### src/rtl/elevator_scan_controller.sv
// elevator_scan_controller: multi-call SCAN elevator controller with timed door dwell
module elevator_scan_controller #(
    parameter int NUM_FLOORS   = 10,
    parameter int FLOOR_W      = 4,
    parameter int TRAVEL_TICKS = 10000000,
    parameter int DOOR_TICKS   = 20000000,
    parameter int CNT_W        = 32
) (
    input  logic                  clk,
    input  logic                  rst_n,
    input  logic [NUM_FLOORS-1:0] call_req,
    output logic [FLOOR_W-1:0]    current_floor,
    output logic [NUM_FLOORS-1:0] pending,
    output logic                  door_open,
    output logic                  moving_up,
    output logic                  moving_down,
    output logic                  idle
);
    localparam logic [1:0] IDLE      = 2'd0;
    localparam logic [1:0] MOVE_UP   = 2'd1;
    localparam logic [1:0] MOVE_DOWN = 2'd2;
    localparam logic [1:0] DOOR_OPEN = 2'd3;

    logic [1:0]            state, state_d;
    logic [FLOOR_W-1:0]    floor_d, nxt;
    logic [CNT_W-1:0]      cnt, cnt_d;
    logic                  dir_up, dir_d;
    logic [NUM_FLOORS-1:0] req, cur_mask, nxt_mask, clear;
    logic                  above, below, ahead_up, ahead_dn, at_cur, at_nxt;
    logic                  travel_done, door_done;

    // Scan the merged request set relative to the current floor and the floor being approached
    always_comb begin
        req      = pending | call_req;
        nxt      = (state == MOVE_UP) ? current_floor + FLOOR_W'(1) : current_floor - FLOOR_W'(1);
        cur_mask = '0;
        nxt_mask = '0;
        above    = 1'b0;
        below    = 1'b0;
        ahead_up = 1'b0;
        ahead_dn = 1'b0;
        for (int i = 0; i < NUM_FLOORS; i++) begin
            cur_mask[i] = (FLOOR_W'(i) == current_floor);
            nxt_mask[i] = (FLOOR_W'(i) == nxt);
            above       = above    | (req[i] && (FLOOR_W'(i) > current_floor));
            below       = below    | (req[i] && (FLOOR_W'(i) < current_floor));
            ahead_up    = ahead_up | (req[i] && (FLOOR_W'(i) > nxt));
            ahead_dn    = ahead_dn | (req[i] && (FLOOR_W'(i) < nxt));
        end
        at_cur = |(req & cur_mask);
        at_nxt = |(req & nxt_mask);
    end

    // Next-state, floor, counter, direction and the pending bit serviced this edge
    always_comb begin
        state_d     = state;
        floor_d     = current_floor;
        cnt_d       = '0;
        dir_d       = dir_up;
        clear       = '0;
        travel_done = (cnt == CNT_W'(TRAVEL_TICKS - 1));
        door_done   = (cnt == CNT_W'(DOOR_TICKS - 1));
        case (state)
            IDLE: begin
                clear = cur_mask;
                if (at_cur) begin
                    state_d = DOOR_OPEN;
                end else if (above && (dir_up || !below)) begin
                    state_d = MOVE_UP;
                    dir_d   = 1'b1;
                end else if (below) begin
                    state_d = MOVE_DOWN;
                    dir_d   = 1'b0;
                end
            end
            MOVE_UP, MOVE_DOWN: begin
                cnt_d = cnt + CNT_W'(1);
                if (travel_done) begin
                    cnt_d   = '0;
                    floor_d = nxt;
                    if (at_nxt) begin
                        state_d = DOOR_OPEN;
                        clear   = nxt_mask;
                    end else if (!((state == MOVE_UP) ? ahead_up : ahead_dn)) begin
                        state_d = IDLE;
                    end
                end
            end
            default: begin
                clear = cur_mask;
                if (|(call_req & cur_mask)) cnt_d = '0;
                else if (door_done) state_d = IDLE;
                else cnt_d = cnt + CNT_W'(1);
            end
        endcase
    end

    // State registers; a reset drops every latched call
    always_ff @(posedge clk or negedge rst_n) begin
        if (!rst_n) begin
            state         <= IDLE;
            current_floor <= '0;
            pending       <= '0;
            cnt           <= '0;
            dir_up        <= 1'b1;
        end else begin
            state         <= state_d;
            current_floor <= floor_d;
            pending       <= (pending | call_req) & ~clear;
            cnt           <= cnt_d;
            dir_up        <= dir_d;
        end
    end

    assign idle        = (state == IDLE);
    assign moving_up   = (state == MOVE_UP);
    assign moving_down = (state == MOVE_DOWN);
    assign door_open   = (state == DOOR_OPEN);
endmodule

### config.mk
export PLATFORM = sky130hd
export DESIGN_NAME = elevator_scan_controller
export DESIGN_NICKNAME = d
export VERILOG_FILES = /design/src/rtl/elevator_scan_controller.sv
export SDC_FILE = /design/constraint.sdc
export NUM_CORES = 1
export LEC_CHECK = 0
export CORE_ASPECT_RATIO = 1.1
export CORE_MARGIN = 4
export CORE_UTILIZATION = 45
export DETAILED_ROUTE_END_ITERATION = 16
export PLACE_DENSITY_LB_ADDON = 0.2
export SYNTH_ARGS = -nofsm -noshare
export SYNTH_HDL_FRONTEND = slang
export SYNTH_SLANG_ARGS = --single-unit
### constraint.sdc
create_clock -name clk -period 4.2 [get_ports clk]
set_clock_uncertainty 0.1 [all_clocks]
set_input_delay 0.84 -clock clk [delete_from_list [all_inputs] [get_ports clk]]
set_output_delay 0.84 -clock clk [all_outputs]
set_load 0.1 [all_outputs]
==> results.yml <==
outcome:
  status: "complete, no violations"
finish:
  syn_to_final_growth_pct: 12.16
  layout-drive-gt1-share_pct: 9.456
  diodes: 0
  final_cell_mix: "nor2_1 (62), dfrtp_1 (48), nand2_1 (39), xor2_1 (24), clkdlybuf4s50_1 (24)"
  fin_nets: 444
  fin_cells: 528
  layout_commonest_cell: "nor2_1"
floorplan:
  fp.dieW_um: 91.93
  die_h_um: 100.3
  pin_count: 30
  core_area_um2: 7515
  start_util_pct: 46.40
  num_rows: 33
  die-area_um2: 9223
clocking:
  postCtsSetupBuffers: 0
  cts_tree: "built"
  cts_inserted_buffers: 5
  cts_max_level: 2
  clock_latency_ns: 0.30
  path_clk_slew_ns: 0.09
  cts_resized: 0
  holdBufCountCts: 0
  cts_root_buf: "clkbuf_8"
  clock_sinks: 49
  clk_path_buf_depth: 2
worst_setup_path:
  startpoint: "call_req[7]"
  critPathMaxFanout: 5
  rrSetupSlack_ns: 0.89
  cp-start-kind: "primary input"
  critical_path_class: "in -> reg"
  max_stage_delay_ns: 0.51
  cp-end-kind: "flop"
  cp.arrival_ns: 3.43
  worstPathCellList: "clkdlybuf4s50_1 -> nor4_1 -> nor2b_1 -> nand3_1 -> o32a_1 -> a2111oi_2 -> o31ai_2 -> a21oi_2 -> mux2_1"
  crit_required_ns: 4.29
  slowest_stage: "nor4_1"
  reg2reg_from: "current_floor[0]"
  cp_top_family: "compound AO/OA/AOI/OAI gates"
  worst-path-buf-inv: 1
global_routing:
  grt_pass1_wl_um: 14730
  antenna_found_initial: 0
  grt_max_degree: 32
  grt_overflow: 0
  grt.total_usage_pct: 19.78
  grt_pass1_vias: 3010
sta:
  tns_ns: 0
  setup_slack_ns: 0.8550
  max-slew-margin-rel_pct: 34.88
  worst_pin_slew_ns: 0.9737
  setup_viol: 0
  post-route-min-period_ns: 3.345
  finalHoldViolations: 0
  fin_crit_sh_pct: 79.64
  grt_setup_unrepaired: "false"
  drv_slew: 0
  fin_hold_ws_ns: 0.3535
  fmax_mhz: 299.0
routing:
  route.detailed.drc: 0
  routedWlPerCell_um: 16.84
  first_pass_iters: 4
  drt-initial-drc-count: 167
  vias: 3012
  viasPerCell: 5.705
  drt_wl_total_um: 8891
  ant_nets: 0
place:
  place_inst: 521
  io_buffer_count: 29
  dp_hpwl_um: 6601
  gp_congestion: 0.9331
  post-place-ws_ns: 0.6031
synthesis:
  synthArstFlopShare_pct: 100.0
  synth_cell_type_count: 77
  netlist_instances: 400
  synth_nets: 421
  seq_area_frac_synth_pct: 35.20
  synthFlopType: "dfrtp_1"
  synth-edff-count: 0
  avgSynthCellArea_um2: 8.718
  yosysWarnings: 0
  synth-seq-cells: 49
  synth_area_um2: 3487
pwr:
  cellPowerDensity_nw_per_um2: 429.0
  vdd.ir_drop.worst_mv: 0.2931
  power_mw: 1.678
  p_leak_nw: 1.595
hold_path:
  min_from: "cnt[0]"
  hold_path_class: "reg -> reg"
run:
  drv_cap: 0
cell type report:
type / instances / area (um^2)
sequential: 49 / 1227
multi-input combinational: 319 / 2086
tap: 105 / 131.4
clock buffer: 7 / 86.33
inverter: 10 / 37.54
timing repair buffer: 38 / 342.8
fill: 752 / 3603
state kept, by name, indices dropped and copies added, names as in the netlist:
register       cells
cnt               32
current_floor      4
dir_up             1
pending           10
state              2
logic make-up after synthesis:
family                   after synthesis  synth area share (%)
AND/OR/NAND/NOR                      176                 24.69
AO/OA/AOI/OAI                         86                 18.12
flip-flops                            49                 35.20
XOR/XNOR                              39                 10.98
buffers and inverters                 32                 4.987
adder cells (fa/ha/maj)               10                 3.516
multiplexers                           8                 2.512
layer usage:
layer | track usage (%) | vias to the layer above | part of all wire, %
met1 | 25.08 | 1441 | 43
li1 | - | 1459 | -
met3 | 3.373 | 22 | 5.2
met5 | 0 | - | 0
met2 | 33.93 | 90 | 49
met4 | 7.314 | 0 | 3.0
power by group:
group | internal [mW] | switching (mW) | total [mW]
Clock | 0.131 | 0.150 | 0.282
Combinational | 0.265 | 0.612 | 0.877
Sequential | 0.498 | 0.0217 | 0.520
stage by stage:
step / utilization [%] / instance area, um^2
2_1_floorplan: - / 3487
3_3_place_gp: 50.90 / 3825
3_5_place_dp: 50.90 / 3825
4_1_cts: 52.05 / 3911
5_1_grt: 52.05 / 3911
6_report: 52.05 / 3911
Yosys cell counts (6+ instances only):
| master | n | area share (%) |
|---|---|---|
| nand3_1 | 16 | 2.3 |
| xnor2_1 | 11 | 2.8 |
| and3_1 | 10 | 1.8 |
| o21ai_0 | 15 | 2.2 |
| xor2_1 | 24 | 6.0 |
| ha_1 | 9 | 3.2 |
| inv_1 | 9 | 0.97 |
| a31oi_1 | 12 | 2.2 |
| nand4_1 | 6 | 1.1 |
| buf_6 | 6 | 1.9 |
| a21oi_1 | 13 | 1.9 |
| nor2_1 | 62 | 6.7 |
| o22ai_1 | 6 | 1.1 |
| clkbuf_1 | 9 | 0.97 |
| nand2_1 | 39 | 4.2 |
| dfrtp_1 | 48 | 34 |
path summary, 6_finish.rpt:
kind                            end  cells after the start
min                          cnt[0]                      1
max reg2reg                state[1]                     10
max                        state[1]                      9
min reg2reg                  cnt[0]                      1
max in group asynchronous    dir_up                      2
min in group asynchronous    cnt[4]                      1
Power figures use the tool's default switching activity.
